File: config.mk
export PLATFORM = sky130hd
export DESIGN_NAME = stream_frame_receiver_flat
export DESIGN_NICKNAME = d
export VERILOG_FILES = /design/src/rtl/stream_frame_receiver_if.sv /design/src/rtl/stream_frame_receiver.sv /design/src/flat_wrapper.sv
export SDC_FILE = /design/constraint.sdc
export NUM_CORES = 1
export LEC_CHECK = 0
export CAP_MARGIN = 10
export CORE_MARGIN = 2
export CORE_UTILIZATION = 52
export CTS_CLUSTER_DIAMETER = 50
export DETAILED_ROUTE_END_ITERATION = 8
export PLACE_DENSITY = 0.93
export SLEW_MARGIN = 40
export SYNTH_ARGS = -nofsm -noshare
export SYNTH_HDL_FRONTEND = slang
export SYNTH_SLANG_ARGS = --single-unit
File: constraint.sdc
create_clock -name clk -period 4.76 [get_ports clk]
set_clock_uncertainty 0.05 [all_clocks]
set_input_delay 0.476 -clock clk [delete_from_list [all_inputs] [get_ports clk]]
set_output_delay 0.476 -clock clk [all_outputs]
set_load 0.005 [all_outputs]
File: src/rtl/stream_frame_receiver_if.sv
// ---------------------------------------------------------------------------
// stream_frame_receiver_if
// Purpose : 64-bit AXI-Stream style bundle shared by the frame receiver's
//           input (slave) and payload output (master) sides.
// Signals : tdata  [63:0]  data word
//           tvalid          producer has a word
//           tready          consumer can take the word
//           tlast           end-of-packet marker
// Modports: master drives tdata/tvalid/tlast, slave drives tready.
// ---------------------------------------------------------------------------
interface stream_frame_receiver_if;
    logic [63:0] tdata;
    logic        tvalid;
    logic        tready;
    logic        tlast;

    modport master (output tdata, output tvalid, output tlast, input tready);
    modport slave  (input tdata, input tvalid, input tlast, output tready);
endinterface

File: src/rtl/stream_frame_receiver.sv
// ---------------------------------------------------------------------------
// stream_frame_receiver
// Purpose : AXI-Stream sink for acquisition frames (MAGIC, 64-bit timestamp,
//           DATA_WORDS payload words, TLAST on the last one). Checks framing
//           and timestamp continuity, forwards payload words through a
//           single output register and keeps saturating status counters.
// Ports   : clk, rst         clock, synchronous active-high reset
//           rx_enable        0 discards input and returns to HUNT
//           clear_counters   single-cycle pulse zeroing all counters
//           s_axis           frame input (slave)
//           m_axis           payload output (master)
//           frame_done       pulse the cycle after a good frame ends
//           last_timestamp   timestamp of the most recent good frame
//           frames_ok, sync_err, len_err, ts_gap_err  status counters
//           rx_busy          receiver is inside a frame (not HUNT)
// ---------------------------------------------------------------------------
module stream_frame_receiver #(
    parameter logic [63:0] MAGIC_NUMBER = 64'hDEADBEEFCAFEBABE,
    parameter int          DATA_WORDS   = 35,
    parameter int          CNT_W        = 16
) (
    input  logic                    clk,
    input  logic                    rst,
    input  logic                    rx_enable,
    input  logic                    clear_counters,
    stream_frame_receiver_if.slave  s_axis,
    stream_frame_receiver_if.master m_axis,
    output logic                    frame_done,
    output logic [63:0]             last_timestamp,
    output logic [CNT_W-1:0]        frames_ok,
    output logic [CNT_W-1:0]        sync_err,
    output logic [CNT_W-1:0]        len_err,
    output logic [CNT_W-1:0]        ts_gap_err,
    output logic                    rx_busy
);

    localparam int            CW       = (DATA_WORDS > 1) ? $clog2(DATA_WORDS) : 1;
    localparam logic [CW-1:0] LAST_IDX = CW'(DATA_WORDS - 1);

    typedef enum logic [1:0] {ST_HUNT, ST_TS, ST_DATA, ST_DROP} state_t;

    state_t           r_state, w_state_next;
    logic [CW-1:0]    r_cnt, w_cnt_next;
    logic             r_sync_flag, w_sync_flag_next;
    logic             r_ts_valid;
    logic [63:0]      r_cand_ts;
    logic [63:0]      r_last_ts;
    logic [CNT_W-1:0] r_frames_ok, r_sync_err, r_len_err, r_ts_gap_err;
    logic             r_frame_done;
    logic [63:0]      r_m_tdata;
    logic             r_m_tvalid;
    logic             r_m_tlast;

    logic w_s_tready, w_beat, w_inc_sync, w_inc_len, w_good, w_gap;
    logic w_fwd, w_fwd_last, w_load_ts;

    // Saturating counter step; a clear on the same cycle always wins.
    function automatic logic [CNT_W-1:0] bump(input logic [CNT_W-1:0] v,
                                              input logic inc, input logic clr);
        if (clr)
            return '0;
        if (inc && (v != '1))
            return v + CNT_W'(1);
        return v;
    endfunction

    // Input is only back-pressured while a payload word waits for the output
    // register; everywhere else (and while disabled) words are swallowed.
    always_comb begin
        w_s_tready = 1'b1;
        if (rx_enable && (r_state == ST_DATA))
            w_s_tready = !r_m_tvalid || m_axis.tready;
    end

    assign w_beat = s_axis.tvalid && w_s_tready && rx_enable;
    assign w_gap  = r_ts_valid && (r_cand_ts != r_last_ts + 64'd1);

    // Frame parser: next state plus single-cycle event strobes.
    always_comb begin
        w_state_next     = r_state;
        w_cnt_next       = r_cnt;
        w_sync_flag_next = r_sync_flag;
        w_inc_sync       = 1'b0;
        w_inc_len        = 1'b0;
        w_good           = 1'b0;
        w_fwd            = 1'b0;
        w_fwd_last       = 1'b0;
        w_load_ts        = 1'b0;
        if (!rx_enable) begin
            w_state_next     = ST_HUNT;
            w_cnt_next       = '0;
            w_sync_flag_next = 1'b0;
        end else if (w_beat) begin
            case (r_state)
                ST_HUNT: begin
                    if (s_axis.tdata == MAGIC_NUMBER) begin
                        w_sync_flag_next = 1'b0;
                        if (s_axis.tlast)
                            w_inc_len = 1'b1;
                        else
                            w_state_next = ST_TS;
                    end else if (!r_sync_flag) begin
                        // Only the first bad word of a run is counted.
                        w_inc_sync       = 1'b1;
                        w_sync_flag_next = 1'b1;
                    end
                end
                ST_TS: begin
                    w_load_ts = 1'b1;
                    if (s_axis.tlast) begin
                        w_inc_len    = 1'b1;
                        w_state_next = ST_HUNT;
                    end else begin
                        w_cnt_next   = '0;
                        w_state_next = ST_DATA;
                    end
                end
                ST_DATA: begin
                    w_fwd      = 1'b1;
                    w_cnt_next = r_cnt + CW'(1);
                    if (s_axis.tlast) begin
                        w_state_next = ST_HUNT;
                        if (r_cnt == LAST_IDX) begin
                            w_good     = 1'b1;
                            w_fwd_last = 1'b1;
                        end else begin
                            w_inc_len = 1'b1;
                        end
                    end else if (r_cnt == LAST_IDX) begin
                        // Overlong frame: close the payload packet, drop the rest.
                        w_fwd_last   = 1'b1;
                        w_inc_len    = 1'b1;
                        w_state_next = ST_DROP;
                    end
                end
                ST_DROP: begin
                    if (s_axis.tlast)
                        w_state_next = ST_HUNT;
                end
                default: w_state_next = ST_HUNT;
            endcase
        end
    end

    // State, timestamp tracking, counters and the payload output register.
    always_ff @(posedge clk) begin
        if (rst) begin
            r_state      <= ST_HUNT;
            r_cnt        <= '0;
            r_sync_flag  <= 1'b0;
            r_ts_valid   <= 1'b0;
            r_cand_ts    <= '0;
            r_last_ts    <= '0;
            r_frames_ok  <= '0;
            r_sync_err   <= '0;
            r_len_err    <= '0;
            r_ts_gap_err <= '0;
            r_frame_done <= 1'b0;
            r_m_tdata    <= '0;
            r_m_tvalid   <= 1'b0;
            r_m_tlast    <= 1'b0;
        end else begin
            r_state      <= w_state_next;
            r_cnt        <= w_cnt_next;
            r_sync_flag  <= w_sync_flag_next;
            r_frame_done <= w_good;
            if (w_load_ts)
                r_cand_ts <= s_axis.tdata;
            if (!rx_enable)
                r_ts_valid <= 1'b0;
            else if (w_good)
                r_ts_valid <= 1'b1;
            if (w_good)
                r_last_ts <= r_cand_ts;
            r_frames_ok  <= bump(r_frames_ok, w_good, clear_counters);
            r_sync_err   <= bump(r_sync_err, w_inc_sync, clear_counters);
            r_len_err    <= bump(r_len_err, w_inc_len, clear_counters);
            r_ts_gap_err <= bump(r_ts_gap_err, w_good && w_gap, clear_counters);
            // A word is only accepted when the register is free or draining.
            if (w_fwd) begin
                r_m_tdata  <= s_axis.tdata;
                r_m_tlast  <= w_fwd_last;
                r_m_tvalid <= 1'b1;
            end else if (m_axis.tready) begin
                r_m_tvalid <= 1'b0;
            end
        end
    end

    assign s_axis.tready  = w_s_tready;
    assign m_axis.tdata   = r_m_tdata;
    assign m_axis.tvalid  = r_m_tvalid;
    assign m_axis.tlast   = r_m_tlast;
    assign frame_done     = r_frame_done;
    assign last_timestamp = r_last_ts;
    assign frames_ok      = r_frames_ok;
    assign sync_err       = r_sync_err;
    assign len_err        = r_len_err;
    assign ts_gap_err     = r_ts_gap_err;
    assign rx_busy        = (r_state != ST_HUNT);

endmodule

File: src/flat_wrapper.sv
// flat-port wrapper written by rule: the top's interface ports become plain ports
module stream_frame_receiver_flat 
#(
    parameter logic [63:0] MAGIC_NUMBER = 64'hDEADBEEFCAFEBABE,
    parameter int          DATA_WORDS   = 35,
    parameter int          CNT_W        = 16
)
  (clk, rst, rx_enable, clear_counters, frame_done, last_timestamp, frames_ok, sync_err, len_err, ts_gap_err, rx_busy, s_axis_tdata, s_axis_tvalid, s_axis_tlast, s_axis_tready, m_axis_tdata, m_axis_tvalid, m_axis_tlast, m_axis_tready);
  stream_frame_receiver_if s_axis_i ();
  stream_frame_receiver_if m_axis_i ();
  input  logic clk;
  input  logic rst;
  input  logic rx_enable;
  input  logic clear_counters;
  output logic frame_done;
  output logic [63:0] last_timestamp;
  output logic [CNT_W-1:0] frames_ok;
  output logic [CNT_W-1:0] sync_err;
  output logic [CNT_W-1:0] len_err;
  output logic [CNT_W-1:0] ts_gap_err;
  output logic rx_busy;
  input wire logic [$bits(s_axis_i.tdata)-1:0] s_axis_tdata;
  input wire logic [$bits(s_axis_i.tvalid)-1:0] s_axis_tvalid;
  input wire logic [$bits(s_axis_i.tlast)-1:0] s_axis_tlast;
  output wire logic [$bits(s_axis_i.tready)-1:0] s_axis_tready;
  output wire logic [$bits(m_axis_i.tdata)-1:0] m_axis_tdata;
  output wire logic [$bits(m_axis_i.tvalid)-1:0] m_axis_tvalid;
  output wire logic [$bits(m_axis_i.tlast)-1:0] m_axis_tlast;
  input wire logic [$bits(m_axis_i.tready)-1:0] m_axis_tready;
  assign s_axis_i.tdata = s_axis_tdata;
  assign s_axis_i.tvalid = s_axis_tvalid;
  assign s_axis_i.tlast = s_axis_tlast;
  assign s_axis_tready = s_axis_i.tready;
  assign m_axis_tdata = m_axis_i.tdata;
  assign m_axis_tvalid = m_axis_i.tvalid;
  assign m_axis_tlast = m_axis_i.tlast;
  assign m_axis_i.tready = m_axis_tready;
  stream_frame_receiver #(.MAGIC_NUMBER(MAGIC_NUMBER), .DATA_WORDS(DATA_WORDS), .CNT_W(CNT_W)) u_core (.clk(clk), .rst(rst), .rx_enable(rx_enable), .clear_counters(clear_counters), .s_axis(s_axis_i), .m_axis(m_axis_i), .frame_done(frame_done), .last_timestamp(last_timestamp), .frames_ok(frames_ok), .sync_err(sync_err), .len_err(len_err), .ts_gap_err(ts_gap_err), .rx_busy(rx_busy));
endmodule
After elaboration in Yosys (flattened, before gate mapping)

Cells that the tools add are included.
W data, S select, Z words.

Flip-flop bits (word level): 269
Input bits: 71
Output and inout port bits: 197

Add/subtract/negate cells: 6
Eq/ne operators: 15
Multiplexer cells: 66
Bitwise logic cells: 1
Reductions and logical operators: 23

Operators with widths:

| kind                    | number |
|---|---|
| $mux W16                | 13 |
| $add A16 B1 Y16 const B | 4 |
| $add A64 B1 Y64 const B | 1 |
| $eq A64 B64 Y1 const B  | 1 |
| $ne A16 B16 Y1 const B  | 4 |
| $ne A64 B64 Y1          | 1 |
| $mux W1                 | 43 |
| $reduce_bool A2 Y1      | 7 |
| $mux W2                 | 6 |
| $pmux W6 S2             | 1 |
| $logic_and A1 B1 Y1     | 9 |
| $pmux W2 S4             | 1 |
| $add A6 B1 Y6 const B   | 1 |
| $eq A6 B6 Y1 const B    | 1 |
| $mux W6                 | 1 |
| $ne A2 B2 Y1 const B    | 3 |
| $reduce_and A5 Y1       | 1 |
| $eq A2 B2 Y1 const B    | 2 |
| $ne A3 B3 Y1 const B    | 1 |
| $pmux W1 S3             | 1 |
| $reduce_and A3 Y1       | 1 |
| $eq A2 B1 Y1 const B    | 1 |
| $logic_not A2 Y1        | 1 |
| $ne A2 B1 Y1 const B    | 1 |
| 5 further kinds         | 5 |

Longest topological paths before layout

Gate-level depths: netlist (run 1).

Depth after elaboration: 14
Gate-level depth with buffers: 15

Least setup slack after synthesis (run 1)

Ideal clock, no wire load.

Path kind: register to register
Start point: reg u_core.r_last_ts[1] (netlist: u_core.last_timestamp[1])
End point: reg u_core.r_ts_gap_err[0] (netlist: u_core.ts_gap_err[0])
Setup time: 0.128 ns
Arrival: 3.188 ns
Setup slack: 1.394 ns
Stages on the path, launching flop included: 15
Clock period less this slack: 3.366 ns
Cell sequence: dfxtp_1 ha_1 nand3_1 or3_1 buf_6 nor4_2 nand4_1 xnor2_1 a2111oi_0 nand3_1 o21ai_2 buf_6 buf_12 xor2_2 nor2_1

Word-level cells in the longest chain between the ends: 9

RTL lines:

| element                      | RTL line                     | text |
|---|---|---|
| start, declared              | stream_frame_receiver.sv:47  | `logic [63:0] r_last_ts;` |
| start signal, assigned       | stream_frame_receiver.sv:174 | `r_last_ts <= r_cand_ts;` |
| $add A64 B1 Y64 (*)          | stream_frame_receiver.sv:76  | `assign w_gap = r_ts_valid && (r_cand_ts != r_last_ts + 64'd1);` |
| $ne A64 B64 Y1 (*)           | stream_frame_receiver.sv:76  |  |
| $logic_and A1 B1 Y1 (*)      | stream_frame_receiver.sv:76  |  |
| $logic_and A1 B1 Y1 (*)      | stream_frame_receiver.sv:178 | `r_ts_gap_err <= bump(r_ts_gap_err, w_good && w_gap, clear_counters);` |
| $logic_and A1 B1 Y1 (*)      | stream_frame_receiver.sv:62  | `if (inc && (v != '1))` |
| $mux W1 (2 in a row)         | stream_frame_receiver.sv:62  |  |
| $mux W1                      | stream_frame_receiver.sv:147 | `if (rst) begin` |
| $reduce_bool A2 Y1 (no line) | --                           |  |
| end signal, assigned         | stream_frame_receiver.sv:178 |  |
| end, declared                | stream_frame_receiver.sv:48  | `logic [CNT_W-1:0] r_frames_ok, r_sync_err, r_len_err, r_ts_gap_err;` |

Mark *: on every way between the ends. The rest lies on a longest branch, timed or not. The select of a mux whose other input is x is not followed.
A chain may end at the register's enable or synchronous reset.

Worst setup path after layout (run 1)

Start point: reg u_core.r_last_ts[0] (netlist: u_core.last_timestamp[0])
End point: reg u_core.r_ts_gap_err[11] (netlist: u_core.ts_gap_err[11])

Same word-level chain as after synthesis.

==> results.ini, run 1 <==
[layout]
final_area_um2=16600
nNetsFinal=1938
fillers=1895
syn_to_final_growth_pct=31.5
drive_above_1_share=0.0494

[critical_path]
critPathMaxFanout=31
rr_startpoint=u_core.last_timestamp[0]$_SDFFE_PP0P_
arrival_ns=4.50
ff2ff_path_depth=12
startpoint_type=flip-flop
timing.rr.end=u_core.ts_gap_err[11]$_SDFFE_PP0P_
worstPathRequired_ns=5.13
r2r_setup_slack_ns=0.63
path_class=flip-flop to flip-flop
cp-end-kind=flip-flop

[grt]
antenna_found_initial=1
gr-total-overflow=0
grt_max_degree=109
track_usage=0.302
grt_first_pass_wirelength_um=63900
grt_pass1_vias=12100

[synthesis]
syn_nets=1719
synth_mux_area_frac=0.00812
synth-xor-area-share=0.0859
synthSimpleGateAreaFrac=0.291
syn_inst=1639
ys_types=65
yosysTopAreaCell=dfxtp_1
synth_top_family_by_area=simple AND/OR/NAND/NOR gates
avgSynthCellArea_um2=7.71
synth.most_common_cell=nand2_1
synth_compound_area_frac=0.143
synth-edff-count=0
ys_ff_latch=269
synth_area_leaders=dfxtp_1 43%, nand2_1 13%, a21oi_1 8.9%, xnor2_1 4.5%, xor2_1 4.0%
ys_seq_area_frac=0.426
yosys.area_share.adder=0.00891
synth_commonest_cells=454 x nand2_1, 269 x dfxtp_1, 224 x a21oi_1, 85 x nor2_1, 80 x clkbuf_1
synth_ff_type=dfxtp_1
synth_warnings=0
synth_area_um2=12600
netlist.area_leader.share=0.426
async_reset_ff_frac=0

[timing]
fin_tns_setup_ns=0
clock.fmax_ghz=0.242
setup_viol=0
hold_viol_final=0
setup_ws_ns=0.626
relSlewSlack=0.265
min_period_over_period=0.868
finalMaxSlewViolations=0
tightest_slew_ns=1.09
min_period_ns=4.13
rsz0062_at_grt=no

[die]
die-area_um2=25600
io-pin-count=268
die_y_um=160
rows=57
die_w_um=160
start_util=0.524
core_um2=24100

[route]
viasPerCell=5.85
drt-initial-drc-count=1258
drtAntennaViolNets=0
vias=12900
drcViolationCount=0
wl_per_cell_um=18.2
drt_first_pass_iters=5
drt-total-wl_um=40200

[power_and_ir_drop]
cellLeakagePower_nw=5.41
peakVddDrop_v=0.000256
p_switching_mw=1.04
p_int_mw=3.99
p_per_area_nw_per_um2=303
pwr-share-comb=0.028
clockPowerShare=0.524
swShare=0.206
seqPwrFrac=0.448

[place]
place_hpwl_um=28600
port_buffers=267
place.gp.congestion=0.940
dpl_cell_area_um2=15400
dp_slack_ns=0.685

[clock_tree]
clk_pin_slew_ns=0.06
cts_tree=built
ctsResizeCount=0
clk-insertion-delay-late_ns=0.56
post_cts_buffers=0
cts_sinks=269
root_buffer=clkbuf_16
clockBufferDepth=3
ctsHtreeMaxLevel=1
cts_hold_buf=0
numCtsBuffers=29

[hold_path]
min_to=u_core.last_timestamp[56]$_SDFFE_PP0P_
holdPathStages=2
min_path_type=input pin to flip-flop
min_from=rst

[run]
maxCapViolCount=0

[run_status]
outcome=completed

layout by cell type, fill, tap and decap left out, drive strengths merged, types with 9 or more instances in the layout:
cell	instances
nor2	85
ha	9
buf	15
inv	24
nor3	30
xnor2	65
clkbuf	37
clkdlybuf4s50	266
and3	21
a31oi	13
or3	27
nand3	51
xor2	58
and4	14
dfxtp	269
a21oi	230
nand4	42
bufinv	9
or4	10
nand2	454
nor4	21
o21ai	32
worst max-delay path by stage:
stage | to | slack, ns | startpoint
floorplan | u_core.ts_gap_err[0]$_SDFFE_PP0P_ | 1.39 | u_core.last_timestamp[1]$_SDFFE_PP0P_
CTS | u_core.ts_gap_err[11]$_SDFFE_PP0P_ | 0.68 | u_core.last_timestamp[0]$_SDFFE_PP0P_
global route | u_core.ts_gap_err[6]$_SDFFE_PP0P_ | 0.32 | u_core.last_timestamp[0]$_SDFFE_PP0P_
finish | u_core.ts_gap_err[11]$_SDFFE_PP0P_ | 0.63 | u_core.last_timestamp[0]$_SDFFE_PP0P_
global placement | u_core.len_err[11]$_SDFFE_PP0P_ | 0.85 | s_axis_tdata[30]
detailed placement | u_core.len_err[15]$_SDFFE_PP0P_ | 0.69 | s_axis_tdata[30]
state kept, by name (all words and copies together), names as in the netlist, 2 cells and up:
register / flops
u_core.len_err: 16
u_core.r_state: 2
u_core.last_timestamp: 64
u_core.r_cnt: 6
u_core.sync_err: 16
u_core.m_axis.tdata: 64
u_core.r_cand_ts: 64
u_core.ts_gap_err: 16
u_core.frames_ok: 16
power by group through the flow:
stage	sequential (mW)	combinational (mW)	clock [mW]
after floorplan	2.30	0.0435	0
after global placement	2.30	0.136	0
after detailed placement	2.30	0.137	0
after CTS	2.25	0.138	2.66
after global routing	2.25	0.152	2.76
final	2.25	0.143	2.63
critical path, stage by stage, from the launching register on:
cell       delay [ns]
dfxtp_1          0.48
ha_1             0.35
nand3_1          0.18
or3_1            0.57
nor4_2           0.62
nand4_1          0.19
xnor2_1          0.17
a2111oi_0        0.46
nand3_1          0.15
o21ai_2          0.18
buf_4            0.33
or3_1            0.19
a21oi_2          0.06
cell families (layout without fill, tap and decap cells):
kind of cell,after synthesis,in the layout
other,0,1
DFF,269,269
muxes,10,10
xor gates and xnor gates,123,123
AOI/OAI and AO/OA,320,320
adders and majority gates,9,9
and+or+nand+nor,793,793
buffers and inverters,115,357
layout make-up:
| type | instances | area [µm²] | share of cell area |
|---|---|---|---|
| Inverter | 22 | 82.6 | 0.00497 |
| Tap cell | 324 | 405 | 0.0244 |
| Multi-Input combinational cell | 1255 | 6810 | 0.410 |
| Antenna cell | 1 | 2.50 | 0.000151 |
| Clock inverter | 17 | 338 | 0.0203 |
| Clock buffer | 37 | 796 | 0.0479 |
| Sequential cell | 269 | 5390 | 0.324 |
| Timing Repair Buffer | 281 | 2800 | 0.169 |
per-stage QoR:
step | hold WS, ns | instances | utilization | power, mW
after floorplan | 0.390 | 1639 | - | 2.35
after global placement | 0.391 | 2150 | 0.641 | 2.44
after detailed placement | 0.397 | 2150 | 0.641 | 2.44
after CTS | 0.405 | 2204 | 0.688 | 5.05
after global routing | 0.207 | 2205 | 0.689 | 5.16
final | 0.218 | 2206 | 0.689 | 5.03
routing by layer:
metal,track usage,vias up,wire length (µm),part of all wire
li1,-,6076,-,-
met3,0.0525,132,3210,0.080
met4,0.143,0,1980,0.049
met5,0,-,0,0
met1,0.381,6106,15900,0.40
met2,0.503,599,19100,0.48
Note: power is estimated with default switching activity, not from simulation.
==> run 2, diff against run 1 <==
Settings changed: CORE_ASPECT_RATIO from default to 0.6.
==> results.ini, run 2 (synthesis gave the netlist of run 1 again) <==
[run_status]
outcome=completed

[timing]
fin_tns_setup_ns=0
min_period_ns=4.07
setup_viol=0
hold_viol_final=0
whs_ns=0.340
finalMaxSlewViolations=0
tightest_slew_ns=0.916
setup_ws_ns=0.686
rsz0062_at_grt=no
relSlewSlack=0.384
min_period_over_period=0.856
clock.fmax_ghz=0.245

[clock_tree]
cts_sinks=269
clk-insertion-delay-late_ns=0.55
clk_pin_slew_ns=0.07
numCtsBuffers=26
ctsResizeCount=0
clockBufferDepth=3
root_buffer=clkbuf_16
ctsHtreeMaxLevel=1
cts_tree=built
post_cts_buffers=0
cts_hold_buf=0

[critical_path]
cp-end-kind=flip-flop
startpoint_type=flip-flop
arrival_ns=4.43
critPathMaxFanout=31
r2r_setup_slack_ns=0.69
worstPathRequired_ns=5.12
path_class=flip-flop to flip-flop

[die]
start_util=0.526
core_um2=24000
die-area_um2=25600
rows=44
die_w_um=205
die_y_um=125
io-pin-count=268

[power_and_ir_drop]
p_int_mw=3.55
peakVddDrop_v=0.000288
swShare=0.218
clockPowerShare=0.473
p_per_area_nw_per_um2=278
pwr-share-comb=0.031
p_switching_mw=0.991
cellLeakagePower_nw=5.29
seqPwrFrac=0.495

[route]
drt-total-wl_um=42100
vias=12900
drtAntennaViolNets=0
wl_per_cell_um=19.2
wl_met2_um=17700
drcViolationCount=0
drt_first_pass_iters=6
drt-initial-drc-count=1242
viasPerCell=5.86
met3_length_um=4370
top_layer=met4
wl_met1_um=18700

[grt]
grt_max_degree=106
track_usage=0.321
antenna_found_initial=1
grt_first_pass_wirelength_um=65700
grt_pass1_vias=12000
gr-total-overflow=0

[place]
dp_slack_ns=0.810
port_buffers=267
place.gp.congestion=0.960
place_hpwl_um=30500
dpl_cell_area_um2=15500

[run]
maxCapViolCount=0

[layout]
syn_to_final_growth_pct=29.4
nNetsFinal=1937
layout_common_cells=452 x nand2_1, 269 x dfxtp_1, 266 x clkdlybuf4s50_1, 224 x a21oi_1, 85 x nor2_1
drive_above_1_share=0.0448
layout_commonest_cell=nand2_1
final_area_um2=16300

[hold_path]
min_path_type=input pin to flip-flop

==> run 2: layout make-up <==
class / instances / area, µm²
Multi-Input combinational cell: 1255 / 6800
Antenna cell: 1 / 2.50
Tap cell: 322 / 403
Sequential cell: 269 / 5390
Timing Repair Buffer: 283 / 2800
Clock buffer: 38 / 777
Inverter: 22 / 82.6
Fill cell: 1953 / 7660
Clock inverter: 7 / 98.8
==> run 2: path summary, 6_finish.rpt <==
| kind | startpoint | endpoint | cells past startpoint |
|---|---|---|---|
| hold reg to reg | u_core.m_axis.tdata[5]$_SDFFE_PP0P_ | u_core.m_axis.tdata[5]$_SDFFE_PP0P_ | 2 |
| setup reg to reg | u_core.last_timestamp[0]$_SDFFE_PP0P_ | u_core.ts_gap_err[8]$_SDFFE_PP0P_ | 12 |
| hold / removal | rst | u_core.frame_done$_SDFF_PP0_ | 2 |
| setup / recovery | u_core.last_timestamp[0]$_SDFFE_PP0P_ | u_core.ts_gap_err[8]$_SDFFE_PP0P_ | 12 |
==> run 2: metrics by stage <==
step / total power [mW] / std cells / util
after floorplan: 2.35 / 1639 / -
after global placement: 2.44 / 2151 / 0.644
after detailed placement: 2.44 / 2151 / 0.644
after CTS: 4.56 / 2196 / 0.681
after global routing: 4.66 / 2196 / 0.681
final: 4.54 / 2197 / 0.681
==> run 2: power by group through the flow <==
stage / Combinational, mW / Sequential, mW / Clock (mW)
after floorplan: 0.0435 / 2.30 / 0
after global placement: 0.138 / 2.30 / 0
after detailed placement: 0.139 / 2.30 / 0
after CTS: 0.141 / 2.25 / 2.17
after global routing: 0.150 / 2.25 / 2.26
final: 0.143 / 2.25 / 2.15
==> run 2: metal layers <==
| layer | GRT usage | up-vias |
|---|---|---|
| met3 | 0.0743 | 91 |
| met4 | 0.0978 | 0 |
| met2 | 0.469 | 636 |
| met5 | 0 | - |
| li1 | - | 6060 |
| met1 | 0.467 | 6098 |
==> run 2: worst max-delay path: stages, from the launching register on <==
cell	delay (ns)
dfxtp_1	0.49
ha_1	0.37
nand3_1	0.18
or3_1	0.58
nor4_2	0.60
nand4_1	0.19
xnor2_1	0.16
a2111oi_0	0.38
nand3_1	0.14
o21ai_2	0.17
buf_4	0.34
or3_1	0.20
a21oi_2	0.06
==> run 3, diff against run 2 <==
Settings changed: CORE_ASPECT_RATIO 0.6 to 1.2.
==> results.ini, run 3 (synthesis gave the netlist of run 1 again) <==
[critical_path]
crit_family=simple AND/OR/NAND/NOR gates
critPathMaxFanout=31
path_class=flip-flop to flip-flop
worstPathRequired_ns=5.12
startpoint_type=flip-flop
cp_slowest_cell=nor4_4
path_cells=nand3_1 -> nor4_4 -> nand3_1 -> or4b_1 -> a22o_1 -> nor4_1 -> nand4_1 -> o21ai_2 -> buf_4 -> or3_1 -> a21oi_2
path_common_cell=nand3_1
max_stage_delay_ns=0.76
cp-end-kind=flip-flop
arrival_ns=4.43
crit_buf_inv=1

[timing]
relSlewSlack=0.432
clock.fmax_ghz=0.246
min_period_over_period=0.855
min_period_ns=4.07
finalMaxSlewViolations=0
fin_tns_setup_ns=0
hold_viol_final=0
rsz0062_at_grt=no
setup_viol=0
tightest_slew_ns=0.851

[die]
core_um2=23900
rows=62
die_y_um=175
io-pin-count=268
die-area_um2=25600
die_w_um=146
start_util=0.529

[grt]
antenna_found_initial=0
gr-total-overflow=0
grt_max_degree=111
grt_pass1_vias=12200
track_usage=0.303
grt_first_pass_wirelength_um=63900

[layout]
layout_common_cells=452 x nand2_1, 269 x dfxtp_1, 266 x clkdlybuf4s50_1, 224 x a21oi_1, 85 x nor2_1
syn_to_final_growth_pct=29.6
drive_above_1_share=0.0485
final_area_um2=16400
layout_commonest_cell=nand2_1
diodes=0
nNetsFinal=1937

[power_and_ir_drop]
p_per_area_nw_per_um2=279
cellLeakagePower_nw=5.31
peakVddDrop_v=0.000245

[clock_tree]
clockBufferDepth=3
cts_hold_buf=0
cts_tree=built
clk_pin_slew_ns=0.06
clk-insertion-delay-late_ns=0.55
ctsHtreeMaxLevel=1
ctsResizeCount=0
numCtsBuffers=28
post_cts_buffers=0
root_buffer=clkbuf_16
cts_sinks=269

[place]
port_buffers=267
place.gp.congestion=0.938
place_hpwl_um=29000
dpl_cell_area_um2=15400

[route]
vias=12900
drcViolationCount=0
viasPerCell=5.88
drt_first_pass_iters=6
drt-initial-drc-count=1066
drtAntennaViolNets=0
wl_per_cell_um=18.5
drt-total-wl_um=40700

[run_status]
outcome=completed

[run]
maxCapViolCount=0

[hold_path]
min_path_type=flip-flop to flip-flop

==> run 3: cell types whose count changed in the layout (fill, tap and decap cells not counted), sizes merged <==
| cell | previous run | this run |
|---|---|---|
| clkinv | 2 | 11 |
| diode | 1 | 0 |
| buf | 17 | 15 |
| clkbuf | 38 | 36 |
| bufinv | 2 | 1 |
==> run 3: routing by layer <==
| layer | up-vias | GRT usage | wire (µm) |
|---|---|---|---|
| met2 | 576 | 0.531 | 19700 |
| li1 | 6075 | - | - |
| met3 | 167 | 0.0483 | 2760 |
| met1 | 6106 | 0.358 | 15800 |
| met5 | - | 0 | 0 |
| met4 | 0 | 0.159 | 2410 |
==> run 3: path summary, 6_finish.rpt <==
check	startpoint	endpoint	slack, ns	cells after the start
min reg2reg	u_core.m_axis.tdata[10]$_SDFFE_PP0P_	u_core.m_axis.tdata[10]$_SDFFE_PP0P_	0.40	2
min	u_core.m_axis.tdata[10]$_SDFFE_PP0P_	u_core.m_axis.tdata[10]$_SDFFE_PP0P_	0.40	2
max	u_core.last_timestamp[5]$_SDFFE_PP0P_	u_core.ts_gap_err[11]$_SDFFE_PP0P_	0.69	11
max reg2reg	u_core.last_timestamp[5]$_SDFFE_PP0P_	u_core.ts_gap_err[11]$_SDFFE_PP0P_	0.69	11
==> run 3: area by class of cell <==
type                       instances  area (µm²)
clock buffer                      36         792
clock inverter                    15         124
fill                            1873        7520
inverter                          22        82.6
multi-input combinational       1255        6800
sequential                       269        5390
tap                              320         400
timing repair buffer             281        2780
==> run 3: tightest hold or removal path, cell delays in order, from the launching register on <==
cell and delay [ns]:
dfxtp_1 0.30, nand2_1 0.05, a21oi_1 0.05
==> run 3: per-stage QoR <==
step,instances,util,total power [mW],setup slack [ns],hold slack (ns)
final,2198,0.685,4.56,0.689,0.403
after global routing,2198,0.685,4.69,0.403,0.420
after floorplan,1639,-,2.35,1.39,0.390
after detailed placement,2147,0.647,2.44,0.796,0.397
after global placement,2147,0.646,2.44,0.849,0.391
after CTS,2198,0.685,4.59,0.741,0.403
==> run 3: power by group <==
part | internal (mW) | leakage [nW] | switching (mW)
clock | 1.24 | 0.458 | 0.931
combinational | 0.0626 | 2.68 | 0.0792
sequential | 2.25 | 2.17 | 0.000646
total | 3.55 | 5.31 | 1.01
